File: config.mk
export PLATFORM = sky130hd
export DESIGN_NAME = mux_sel_sampler
export DESIGN_NICKNAME = d
export VERILOG_FILES = /design/src/rtl/mux_sel_sampler.sv
export SDC_FILE = /design/constraint.sdc
export NUM_CORES = 1
export LEC_CHECK = 0
export CAP_MARGIN = 10
export CORE_ASPECT_RATIO = 0.8
export CORE_UTILIZATION = 40
export CTS_BUF_LIST = sky130_fd_sc_hd__clkbuf_8
export CTS_CLUSTER_DIAMETER = 60
export DETAILED_ROUTE_END_ITERATION = 16
export PLACE_DENSITY = 0.78
export RECOVER_POWER = 50
export SLEW_MARGIN = 20
export SYNTH_ARGS = -nofsm -noshare
export SYNTH_HDL_FRONTEND = slang
export SYNTH_SLANG_ARGS = --single-unit
File: constraint.sdc
create_clock -name clk -period 2.56 [get_ports clk]
set_clock_uncertainty 0.2 [all_clocks]
set_input_delay 0.256 -clock clk [delete_from_list [all_inputs] [get_ports clk]]
set_output_delay 0.256 -clock clk [all_outputs]
set_load 0.02 [all_outputs]
File: src/rtl/mux_sel_sampler.sv
// mux_sel_sampler: select sequencer and sampler for a 4:1 mux stage.
// Grants one of four level requests, drives the mux select, waits
// SETTLE_CYC extra cycles, captures mux Y and offers {channel, bit}
// downstream on a valid/ready port, then acks the serviced requester.
// Optional build macro: MUXSEL_FIXED_PRIO_EN selects fixed priority
// (ch0 highest) instead of the default round-robin arbitration.
//
// Handshake: out_valid rises with a captured sample and, together with
// out_bit/out_ch/sel, stays stable until a rising edge where
// out_valid && out_ready; that edge is the transfer, after which
// out_valid drops and ack pulses for one cycle on the serviced channel.
module mux_sel_sampler #(
   parameter int unsigned SETTLE_CYC = 1,
   parameter int unsigned CNT_W      = 8
) (
   input  logic             clk,
   input  logic             rst_n,
   input  logic             en,
   input  logic [3:0]       req,
   output logic [3:0]       ack,
   output logic [1:0]       sel,
   input  logic             mux_y,
   output logic             out_valid,
   input  logic             out_ready,
   output logic             out_bit,
   output logic [1:0]       out_ch,
   output logic             busy,
   output logic [CNT_W-1:0] sample_cnt,
   output logic [1:0]       dbg_state
);

   typedef enum logic [1:0] {
      ST_IDLE   = 2'd0,
      ST_SETTLE = 2'd1,
      ST_HOLD   = 2'd2
   } state_t;

   localparam logic [3:0]       SETTLE_INIT = 4'(SETTLE_CYC);
   localparam logic [CNT_W-1:0] CNT_MAX     = '1;
   localparam logic [CNT_W-1:0] CNT_ONE     = CNT_W'(1);

   state_t           state_q, state_d;
   logic [1:0]       sel_q, sel_d;
   logic [3:0]       cnt_q, cnt_d;
   logic             out_valid_q, out_valid_d;
   logic             out_bit_q, out_bit_d;
   logic [1:0]       out_ch_q, out_ch_d;
   logic [3:0]       ack_q, ack_d;
   logic [1:0]       ptr_q, ptr_d;
   logic [CNT_W-1:0] sample_cnt_q, sample_cnt_d;

   logic [1:0]       grant_ch;
   logic             grant_hit;
   logic [1:0]       idx;

   // Arbiter: pick the winning channel; higher priority candidates are
   // visited last so they overwrite lower ones.
   always_comb begin
      grant_ch  = 2'd0;
      grant_hit = 1'b0;
      idx       = 2'd0;
`ifdef MUXSEL_FIXED_PRIO_EN
      for (int i = 3; i >= 0; i--) begin
         idx = 2'(i);
         if (req[idx]) begin
            grant_ch  = idx;
            grant_hit = 1'b1;
         end
      end
`else
      // ptr+1 is the highest priority, ptr itself (i=4 wraps) the lowest.
      for (int i = 4; i >= 1; i--) begin
         idx = ptr_q + 2'(i);
         if (req[idx]) begin
            grant_ch  = idx;
            grant_hit = 1'b1;
         end
      end
`endif
   end

   // Next-state and datapath updates for the IDLE/SETTLE/HOLD sequencer.
   always_comb begin
      state_d      = state_q;
      sel_d        = sel_q;
      cnt_d        = cnt_q;
      out_valid_d  = out_valid_q;
      out_bit_d    = out_bit_q;
      out_ch_d     = out_ch_q;
      ack_d        = 4'b0000;
      ptr_d        = ptr_q;
      sample_cnt_d = sample_cnt_q;
      case (state_q)
         ST_IDLE: begin
            if (en && grant_hit) begin
               sel_d   = grant_ch;
               cnt_d   = SETTLE_INIT;
               state_d = ST_SETTLE;
            end
         end
         ST_SETTLE: begin
            if (cnt_q == 4'd0) begin
               out_bit_d   = mux_y;
               out_ch_d    = sel_q;
               out_valid_d = 1'b1;
               state_d     = ST_HOLD;
            end else begin
               cnt_d = cnt_q - 4'd1;
            end
         end
         ST_HOLD: begin
            if (out_valid_q && out_ready) begin
               out_valid_d = 1'b0;
               ack_d       = 4'b0001 << out_ch_q;
`ifndef MUXSEL_FIXED_PRIO_EN
               ptr_d       = out_ch_q;
`endif
               if (sample_cnt_q != CNT_MAX) begin
                  sample_cnt_d = sample_cnt_q + CNT_ONE;
               end
               state_d = ST_IDLE;
            end
         end
         default: begin
            state_d = ST_IDLE;
         end
      endcase
   end

   // State and datapath registers; reset discards any sample in flight.
   always_ff @(posedge clk or negedge rst_n) begin
      if (!rst_n) begin
         state_q      <= ST_IDLE;
         sel_q        <= 2'd0;
         cnt_q        <= 4'd0;
         out_valid_q  <= 1'b0;
         out_bit_q    <= 1'b0;
         out_ch_q     <= 2'd0;
         ack_q        <= 4'b0000;
         ptr_q        <= 2'd3;
         sample_cnt_q <= '0;
      end else begin
         state_q      <= state_d;
         sel_q        <= sel_d;
         cnt_q        <= cnt_d;
         out_valid_q  <= out_valid_d;
         out_bit_q    <= out_bit_d;
         out_ch_q     <= out_ch_d;
         ack_q        <= ack_d;
         ptr_q        <= ptr_d;
         sample_cnt_q <= sample_cnt_d;
      end
   end

   assign sel        = sel_q;
   assign out_valid  = out_valid_q;
   assign out_bit    = out_bit_q;
   assign out_ch     = out_ch_q;
   assign ack        = ack_q;
   assign sample_cnt = sample_cnt_q;
   assign busy       = (state_q != ST_IDLE);
   assign dbg_state  = state_q;

endmodule

After elaboration in Yosys (flattened, before gate mapping). Index checks and enable logic that the tools add are counted.

Logic and storage cells: 68. Output and inout bits: 21. Register bits: 26.

Equality and inequality tests: 7. Reductions and logical operators: 14. Muxes and demuxes: 28. Add/subtract/negate cells: 5. Shift-type cells: 1. Order comparisons: 4.

Operator list (count): two-way mux 4 bit (4); two-way mux 2 bit (7); less-than comparator 2 x 3 -> 1 bit, second input constant (4); AND reduction 3 bit (4); two-way mux 1 bit (10); adder 8 x 1 -> 8 bit, second input constant (1); binary-select mux 1 bit (select 2 bit) (4); != test 2 bit, second input constant (4); != test 8 bit, second input constant (1); one-hot mux 4 bit (2 select lines) (1); one-hot mux 2 bit (3 select lines) (1); AND reduction 2 bit (3); nonzero test 2 bit (3); adder 2 bit, second input constant (2); zero test 4 bit (1); left shift 1 x 2 -> 4 bit, first input constant (1); subtractor 4 x 1 -> 4 bit, second input constant (1); adder 2 x 1 -> 2 bit, second input constant (1); == test 2 x 1 -> 1 bit, second input constant (1); == test 2 bit, second input constant (1); logical AND 1 bit (2); zero test 2 bit (1); one-hot mux 1 bit (2 select lines) (1).

Logic depth before layout (Yosys ltp). Gate-level depths: netlist (run 1).

Depth after elaboration: 9. Gate-level depth with buffers: 6. Mapped depth without buffers: 6.

Worst setup path after synthesis (run 1). Ideal clock, no wire load.

Path kind: reg2reg. Start point: register cnt_q[0]. End point: register out_bit_q, in the netlist out_bit. Cell stages (with the launch flop): 7. Library setup time: 0.125 ns. Path slack: 0.655 ns. Period minus slack after synthesis: 1.905 ns. Path buffers: 1. Arrival: 1.580 ns. Required time: 2.235 ns. Cells stage by stage: dfrtp_1 -> inv_1 -> ha_1 -> or3b_4 -> or2_1 -> buf_6 -> mux2_4.

Cells in the longest elaborated chain, start to end: 2.

RTL lines: from (decl) (line 44) `logic [3:0] cnt_q, cnt_d;`; from (signal assigned) (line 145) `cnt_q <= cnt_d;`; zero test 4 bit (line 102) `if (cnt_q == 4'd0) begin`; AND reduction 2 bit (no source line); to (signal assigned) (line 147) `out_bit_q <= out_bit_d;`; to (decl) (line 46) `logic out_bit_q, out_bit_d;`.

No other way between the ends. A chain may end at the register's enable or synchronous reset.

Final worst setup path (run 1).
Start point: register state_q[1], in the netlist dbg_state[1]. End point: output port busy.

Cells in the longest elaborated chain, start to end: 1.

RTL lines: from (decl) (line 42) `state_t state_q, state_d;`; from (signal assigned) (line 143) `state_q <= state_d;`; nonzero test 2 bit (line 161) `assign busy = (state_q != ST_IDLE);`; to (decl) (line 27) `output logic busy,`.

No other way between the ends.

==> run_results.csv, run 1 <==
group,metric,value,unit
global_route,antenna_found_initial,0,
power_and_ir_drop,vdd_ir_drop_max,0.856,mV
worst_setup_path,cp-end-kind,"output port",
clock_tree,cts_tree,"yes",
power_and_ir_drop,power.density,1070,nW/um2
clock_tree,post_cts_buffers,0,
global_route,grt_max_degree,27,
logic_synthesis,avgSynthCellArea,11.0,um2
place,place_area,1640,um2
worst_setup_path,start_kind,"register",
clock_tree,htree_levels,1,
timing,final_hold_viol_count,0,
clock_tree,numCtsBuffers,3,
layout,finish.net_count,164,
route,drc,0,
layout,fill_cells,277,
layout,multi_input_area,621,um2
place,io_buffers,29,
logic_synthesis,synth_largest_area_cell,"dfrtp_1",
timing,final.min_clock_period,2.07,ns
route,viasPerCell,5.15,
layout,area_delta_synth_final,30.2,%
place,gp_congestion,0.872,
layout,design_area,1710,um2
power_and_ir_drop,p_int,1.16,mW
timing,worst_pin_slew,1.37,ns
logic_synthesis,syn_inst,119,
logic_synthesis,yosysSeqAreaShare,49.8,%
logic_synthesis,syn_area,1310,um2
worst_setup_path,critPathKind,"register to output port",
clock_tree,cts.sinks,26,
power_and_ir_drop,clkPwrFrac,18.4,%
route,drtIter0Drc,47,
layout,seqCellArea,653,um2
layout,layout-drive-gt1-share,15.9,%
logic_synthesis,synth_area_leaders,"dfrtp_1, mux2_4, dfstp_2, nand2_1, nor2_1",
timing,tns,0,ns
route,dr.pass1.iters,4,
clock_tree,cts_hold_buf,0,
floorplan,io_pins,30,
floorplan,core-area,3110,um2
power_and_ir_drop,leakagePower,0.776,nW
floorplan,fp.dieW,66.0,um
global_route,grt_overflow,0,
worst_setup_path,worst-path-max-fanout,8,
route,routed_wirelength,2.66,mm
job,max_cap_viol_count,0,
timing,slew_headroom,8.93,%
worst_setup_path,crit_arrival,1.61,ns
status,status,"finished, final reports clean",
floorplan,die_area,3510,um2
logic_synthesis,synth-main-ff-cell,"dfrtp_1",
timing,finalCritPeriodShare,80.7,%
logic_synthesis,yosysUniqueCellTypes,45,
timing,fmax,484,MHz
global_route,grt_pass1_wl,4.51,mm
logic_synthesis,yosysMostFrequentCell,"dfrtp_1",
logic_synthesis,synth-seq-cells,26,
logic_synthesis,synth_common_cells,"dfrtp_1, nand2_1, nor2_1, inv_1",
hold_path,min_path_type,"register to register",
timing,hold_slack,0.320,ns
global_route,grt_pass1_vias,930,
layout,antenna-diode-count,0,
timing,setup_viol,0,
logic_synthesis,synth_top_area_share,45.8,%
clock_tree,clockBufferDepth,2,
timing,final-max-slew-violation-count,0,
logic_synthesis,async_reset_ff_share,100,%
clock_tree,path_clk_slew,0.09,ns
worst_setup_path,required,2.10,ns
power_and_ir_drop,p_comb_share,41.8,%
power_and_ir_drop,power_switching,661,uW
logic_synthesis,ys.warnings.count,0,
floorplan,die_y,53.2,um
power_and_ir_drop,seqPwrFrac,39.8,%
logic_synthesis,synth_edf_count,0,
clock_tree,clockRootBuffer,"clkbuf_8",
floorplan,start_util,42.2,%
route,vias,984,
floorplan,rows,18,
route,antenna_left,0,
power_and_ir_drop,p_sw_share,36.2,%
clock_tree,ctsResizeCount,0,
logic_synthesis,synth_nets,131,
global_route,gr-usage-all-layers,17.1,%
timing,rsz0062_at_grt,"false",
clock_tree,clkLatencyLatePin,0.27,ns
route,avgRoutedWirePerCell,13.9,um
place,dp_hpwl,2.02,mm
-- path summary, 6_finish.rpt --
| kind | startpoint | slack, ns | end | depth (start not counted) |
|---|---|---|---|---|
| worst min-delay path | ptr_q[1] | 0.32 | ptr_q[1] | 2 |
| max in group asynchronous | rst_n | 0.74 | sample_cnt[5] | 2 |
| worst max-delay path | dbg_state[1] | 0.49 | busy | 2 |
| min in group asynchronous | rst_n | 0.61 | sample_cnt[3] | 2 |
| worst min register to register | ptr_q[1] | 0.32 | ptr_q[1] | 2 |
| worst max register to register | cnt_q[0] | 0.51 | out_bit | 5 |
-- final cells by class --
cell class	instances	share of cell area (%)
timing repair buffer	30	17.2
sequential	26	38.2
tap	40	2.93
clock inverter	1	1.76
inverter	5	1.10
clock buffer	3	2.42
multi-input combinational	86	36.3
-- per-stage QoR --
stage	setup WS (ns)	power, mW	std cells	utilization, %
2_1_floorplan	0.655	1.20	119	-
3_3_place_gp	0.484	1.47	187	52.9
3_5_place_dp	0.394	1.50	187	52.9
4_1_cts	0.485	1.84	191	55.2
5_1_grt	0.415	1.94	191	55.0
6_report	0.494	1.82	191	55.0
-- power by group through the flow --
stage / Combinational (mW) / Sequential [mW] / Clock [mW]
after floorplan: 0.412 / 0.785 / 0
after global placement: 0.757 / 0.716 / 0
after detailed placement: 0.776 / 0.725 / 0
after CTS: 0.780 / 0.724 / 0.341
after global routing: 0.827 / 0.749 / 0.364
final: 0.763 / 0.726 / 0.336
-- flip-flops by register name, summed over array words and instances, names as in the netlist --
| name | flops |
|---|---|
| ack | 4 |
| cnt_q | 4 |
| dbg_state | 2 |
| out_bit | 1 |
| out_ch | 2 |
| out_valid | 1 |
| ptr_q | 2 |
| sample_cnt | 8 |
| sel | 2 |
-- kinds of logic after synthesis --
logic type / share of synthesized area, %
and+or+nand+nor: 24.4
DFF: 49.8
AOI/OAI and AO/OA: 8.30
muxes: 7.92
buffers and inverters: 2.67
xor gates and xnor gates: 4.01
adders and majority gates: 2.86
-- critical path, stage by stage (launching register included) --
cell	delay (ns)
dfrtp_1	0.49
or2_2	0.33
clkdlybuf4s50_1	0.53
-- cells in the final DEF (no fill, tap or decap), drive strengths merged, types with 2 or more instances in the layout --
cell           Yosys  routed
clkdlybuf4s50      0      26
dfrtp             24      24
nand2             15      15
nor2              11      11
mux2               7       7
inv                5       5
nand3              4       4
o21ai              4       4
xor2               4       4
clkbuf             0       4
or2b               3       3
a211oi             3       3
ha                 3       3
dlygate4sd3        0       3
nand4              3       3
nor3b              3       3
or2                3       3
nor3               2       2
xnor2              2       2
nand3b             2       2
dfstp              2       2
or3b               2       2
-- routing by layer --
metal	wire length (um)	GRT usage, %
met5	0	0
met4	17	2.84
met1	1240	23.3
met2	1320	28.4
met3	91	3.66
Power figures use the tool's default switching activity.
==> run 2, diff against run 1 <==
--- a/config.mk
+++ b/config.mk
@@ -11,7 +11,7 @@
 export CTS_BUF_LIST = sky130_fd_sc_hd__clkbuf_8
 export CTS_CLUSTER_DIAMETER = 60
 export DETAILED_ROUTE_END_ITERATION = 16
-export PLACE_DENSITY = 0.78
+export PLACE_DENSITY = 0.81
 export RECOVER_POWER = 50
 export SLEW_MARGIN = 20
 export SYNTH_ARGS = -nofsm -noshare
==> constraint.sdc (replaced) <==
create_clock -name clk -period 1.9 [get_ports clk]
set_clock_uncertainty 0.2 [all_clocks]
set_input_delay 0.19 -clock clk [delete_from_list [all_inputs] [get_ports clk]]
set_output_delay 0.19 -clock clk [all_outputs]
set_load 0.02 [all_outputs]
==> run_results.csv, run 2 (synthesized netlist as in run 1, its figures left out) <==
group,metric,value,unit
timing,finalCritPeriodShare,99.8,%
floorplan,fp.dieW,66.0,um
route,dr.pass1.iters,4,
power_and_ir_drop,power.density,1450,nW/um2
worst_setup_path,cp_top_family,"simple AND/OR/NAND/NOR gates",
timing,setup_viol,0,
layout,area_delta_synth_final,40.8,%
layout,antenna-diode-count,0,
clock_tree,cts.sinks,26,
global_route,top_usage_layer,"met2",
global_route,grt_use_met3,3.45,%
layout,seqCellArea,653,um2
power_and_ir_drop,p_int,1.69,mW
global_route,grt_overflow,0,
route,antenna_left,0,
worst_setup_path,timing.rr.start,"cnt_q[0]",
floorplan,die_area,3510,um2
global_route,gr-usage-all-layers,19.0,%
timing,worst_pin_slew,0.628,ns
place,dp_worst_setup_slack,-0.112,ns
clock_tree,clockBufferDepth,2,
floorplan,start_util,42.2,%
place,io_buffers,29,
layout,multi_input_area,651,um2
timing,final.min_clock_period,1.90,ns
worst_setup_path,crit_chain,"inv_2 -> ha_4 -> or3b_4 -> buf_6 -> nand2_4 -> nand2_4 -> mux2_4",
worst_setup_path,crit_top_cell,"nand2_4",
worst_setup_path,critPathKind,"register to register",
worst_setup_path,start_kind,"register",
power_and_ir_drop,leakagePower,0.847,nW
timing,fmax,527,MHz
layout,largest_register_ffs,8,
power_and_ir_drop,vdd_ir_drop_max,0.799,mV
timing,final-max-slew-violation-count,0,
clock_tree,path_clk_slew,0.09,ns
layout,final_util,59.4,%
layout,fill_cells,233,
worst_setup_path,crit_arrival,1.86,ns
worst_setup_path,worst-path-max-fanout,3,
timing,rsz0062_at_grt,"true",
worst_setup_path,required,1.86,ns
layout,layout-drive-gt1-share,27.3,%
clock_tree,clockRootBuffer,"clkbuf_8",
route,drc,0,
power_and_ir_drop,p_sw_share,36.9,%
layout,final_common_cell,"clkdlybuf4s50_1",
clock_tree,numCtsBuffers,3,
timing,final_hold_viol_count,0,
power_and_ir_drop,clkPwrFrac,17.1,%
floorplan,die_y,53.2,um
timing,timing.final.ws_setup,0.00287,ns
power_and_ir_drop,p_comb_share,46.6,%
global_route,antenna_found_initial,0,
route,vias,1077,
power_and_ir_drop,seqPwrFrac,36.2,%
floorplan,io_pins,30,
worst_setup_path,worst-path-buf-inv,2,
global_route,grt_max_degree,27,
worst_setup_path,r2r_slack,0.003,ns
global_route,grt_use_met2,34.7,%
global_route,grt_pass1_vias,1047,
timing,hold_slack,0.247,ns
floorplan,rows,18,
hold_path,min_path_type,"input port to asynchronous set/reset pin",
timing,slew_headroom,58.2,%
layout,layout_common_cells,"clkdlybuf4s50_1, dfrtp_1, nand2_1, buf_4, nor2_1",
layout,finish.net_count,178,
global_route,grt_use_met1,21.9,%
worst_setup_path,critical_path.slowest_cell,"dfrtp_1",
power_and_ir_drop,power_switching,991,uW
global_route,grt_pass1_wl,4.83,mm
clock_tree,htree_levels,1,
place,gp_congestion,0.908,
route,drtIter0Drc,45,
place,dp_hpwl,2.18,mm
worst_setup_path,critPathMaxStageDelay,0.40,ns
worst_setup_path,cp-end-kind,"register",
clock_tree,cts_tree,"yes",
floorplan,core-area,3110,um2
status,status,"finished, final reports clean",
worst_setup_path,r2r_cells,7,
job,max_cap_viol_count,0,
route,viasPerCell,5.25,
worst_setup_path,reg2reg_to,"cnt_q[1]",
clock_tree,clkLatencyLatePin,0.28,ns
route,routed_wirelength,3.01,mm
worst_setup_path,crit_start,"cnt_q[0]",
route,avgRoutedWirePerCell,14.7,um
run 2: cell types whose count changed in the layout (fill, tap and decap cells not counted), sizes merged:
cell / before / now
dlygate4sd2: 0 / 1
clkdlybuf4s50: 26 / 27
dlygate4sd3: 3 / 1
buf: 0 / 14
run 2: power groups by stage:
stage,clock [mW],sequential (mW),combinational (mW)
final,0.460,0.973,1.25
after global placement,0,0.956,1.11
after floorplan,0,1.06,0.556
after global routing,0.488,1.00,1.35
after CTS,0.466,0.963,1.19
after detailed placement,0,0.965,1.16
run 2: worst max path at each step:
stage | end | slack (ns) | cells after the start
after floorplan | out_bit | 0.01 | 6
after global placement | cnt_q[1] | -0.01 | 5
after detailed placement | cnt_q[1] | -0.11 | 5
after CTS | cnt_q[1] | -0.002 | 7
after global routing | cnt_q[1] | -0.05 | 7
final | cnt_q[1] | 0.003 | 7
run 2: stage by stage:
step	TNS, ns	instance area [um2]	power (mW)	cells
after floorplan	0	1310	1.62	119
after global placement	-0.0112	1740	2.07	200
after detailed placement	-0.431	1740	2.13	200
after CTS	-0.00161	1820	2.62	205
after global routing	-0.145	1850	2.84	205
final	0	1850	2.68	205
run 2: what timing repair did:
action                     4_1_cts  5_1_grt
setup buffers                    1        0
setup endpoints to repair        6        5
resized for setup                4        5
hold buffers                     0        0
pin swaps                        1        2
run 2: area by class of cell:
type | count | share of cell area [%]
Tap cell | 40 | 2.71
Timing Repair Buffer | 44 | 21.8
Multi-Input combinational cell | 86 | 35.2
Sequential cell | 26 | 35.4
Clock inverter | 1 | 1.63
Clock buffer | 3 | 2.24
Inverter | 5 | 1.02
run 2: worst reg2reg max path, delay by kind of cell (launching register included):
family | cells | cell delay (ns)
flip-flops | 1 | 0.40
AND/OR/NAND/NOR | 3 | 0.52
buffers and inverters | 2 | 0.23
multiplexers | 1 | 0.31
adder cells (fa/ha/maj) | 1 | 0.13
run 2: layer usage:
layer	vias to the layer above	wire length, um
met5	-	0
met4	0	48
met3	7	92
met2	24	1590
met1	536	1280
li1	510	-
==> run 3, diff against run 2 <==
--- a/config.mk
+++ b/config.mk
@@ -11,6 +11,7 @@
 export CTS_BUF_LIST = sky130_fd_sc_hd__clkbuf_8
 export CTS_CLUSTER_DIAMETER = 60
 export DETAILED_ROUTE_END_ITERATION = 16
+export HOLD_SLACK_MARGIN = 0.08
 export PLACE_DENSITY = 0.81
 export RECOVER_POWER = 50
 export SLEW_MARGIN = 20
==> run_results.csv, run 3 (synthesized netlist as in run 1, its figures left out) <==
group,metric,value,unit
status,status,"finished, final reports clean",
worst_setup_path,crit_top_cell,"nand2_4",
power_and_ir_drop,power.total,2.69,mW
power_and_ir_drop,power.density,1450,nW/um2
hold_path,min_path_type,"register to register",
worst_setup_path,crit_arrival,1.86,ns
clock_tree,clockRootBuffer,"clkbuf_8",
layout,layout_common_cells,"clkdlybuf4s50_1, dfrtp_1, nand2_1, buf_4, nor2_1",
layout,largest_register_ffs,8,
clock_tree,cts_tree,"yes",
global_route,grt_pass1_wl,4.83,mm
clock_tree,clkLatencyLatePin,0.28,ns
job,max_cap_viol_count,0,
worst_setup_path,critPathMaxStageDelay,0.40,ns
timing,setup_viol,0,
route,routed_wirelength,3.00,mm
layout,fill_cells,232,
floorplan,die_y,53.2,um
route,vias,1081,
layout,area_delta_synth_final,41.6,%
layout,antenna-diode-count,0,
timing,timing.final.ws_setup,0.00264,ns
place,gp_congestion,0.908,
layout,multi_input_area,651,um2
timing,final-max-slew-violation-count,0,
layout,seqCellArea,653,um2
timing,final.min_clock_period,1.90,ns
route,avgRoutedWirePerCell,14.6,um
global_route,grt_max_degree,27,
worst_setup_path,critical_path.slowest_cell,"dfrtp_1",
global_route,grt_overflow,0,
layout,final_common_cell,"clkdlybuf4s50_1",
timing,rsz0062_at_grt,"true",
clock_tree,path_clk_slew,0.09,ns
power_and_ir_drop,vdd_ir_drop_max,0.800,mV
floorplan,rows,18,
timing,finalCritPeriodShare,99.9,%
worst_setup_path,critPathKind,"register to register",
clock_tree,cts.sinks,26,
place,io_buffers,29,
place,dp_worst_setup_slack,-0.112,ns
floorplan,start_util,42.2,%
worst_setup_path,worst-path-max-fanout,3,
timing,worst_pin_slew,0.629,ns
route,viasPerCell,5.25,
worst_setup_path,cp-end-kind,"register",
global_route,grt_pass1_vias,1047,
floorplan,die_area,3510,um2
route,drc,0,
worst_setup_path,required,1.86,ns
route,dr.pass1.iters,4,
timing,final_hold_viol_count,0,
clock_tree,numCtsBuffers,3,
floorplan,fp.dieW,66.0,um
clock_tree,htree_levels,1,
route,antenna_left,0,
global_route,antenna_found_initial,0,
worst_setup_path,start_kind,"register",
route,drtIter0Drc,39,
layout,finish.net_count,179,
power_and_ir_drop,leakagePower,0.851,nW
floorplan,io_pins,30,
place,dp_hpwl,2.18,mm
clock_tree,clockBufferDepth,2,
worst_setup_path,crit_chain,"inv_2 -> ha_4 -> or3b_4 -> buf_6 -> nand2_4 -> nand2_4 -> mux2_4",
layout,layout-drive-gt1-share,27.1,%
timing,slew_headroom,58.0,%
global_route,gr-usage-all-layers,19.0,%
floorplan,core-area,3110,um2
timing,fmax,527,MHz
## run 3: cell count changes in the layout (fill, tap and decap cells not counted)
cell,change
dlygate4sd3_1,+1
## run 3: through the flow
| stage | utilization [%] | std cells | TNS, ns | cell area (um2) | hold WS, ns |
|---|---|---|---|---|---|
| final | 59.7 | 206 | 0 | 1860 | 0.306 |
| after global routing | 59.7 | 206 | -0.145 | 1860 | 0.319 |
| after CTS | 59.0 | 206 | -0.00161 | 1830 | 0.304 |
| after detailed placement | 56.0 | 200 | -0.431 | 1740 | 0.290 |
| after global placement | 56.0 | 200 | -0.0112 | 1740 | 0.281 |
| after floorplan | - | 119 | 0 | 1310 | -0.306 |
## run 3: layout make-up
cell class	instances	area share (%)
clock buffers	3	2.22
clock inverters	1	1.62
inverters	5	1.01
multi-input cells	86	35.0
flip-flops and latches	26	35.2
well taps	40	2.70
repair buffers	45	22.2
## run 3: layer usage
| metal | wire length (um) | GRT usage, % | vias up |
|---|---|---|---|
| li1 | - | - | 512 |
| met1 | 1280 | 21.9 | 540 |
| met2 | 1580 | 34.7 | 22 |
| met3 | 89 | 3.45 | 7 |
| met4 | 48 | 7.80 | 0 |
| met5 | 0 | 0 | - |
## run 3: where the power goes
part	switching, mW	internal [mW]
sequential	0.231	0.740
combinational	0.581	0.672
clock	0.178	0.282
total	0.990	1.69
## run 3: path summary, 6_finish.rpt
check / start / endpoint / slack (ns) / cells past startpoint
worst max-delay path: cnt_q[0] / cnt_q[1] / 0.003 / 7
worst min-delay path: ptr_q[1] / ptr_q[1] / 0.31 / 2
worst max register to register: cnt_q[0] / cnt_q[1] / 0.003 / 7
worst min register to register: ptr_q[1] / ptr_q[1] / 0.31 / 2
max in group asynchronous: rst_n / out_bit / 0.31 / 3
min in group asynchronous: rst_n / out_ch[1] / 0.78 / 3
## run 3: what timing repair did
| item | CTS | global route |
|---|---|---|
| setup endpoints to repair | 6 | 5 |
| pin swaps | 1 | 2 |
| hold buffers | 1 | 0 |
| endpoints found under the hold margin | 13 | 0 |
| setup buffers | 1 | 0 |
| gates resized for setup | 4 | 5 |
| cloned | 0 | 0 |
## run 3: worst max-delay path: cells and delay by family, from the launching register on
kind,cells,cell delay (ns)
muxes,1,0.31
DFF,1,0.40
buffers and inverters,2,0.23
adders and majority gates,1,0.13
and+or+nand+nor,3,0.52
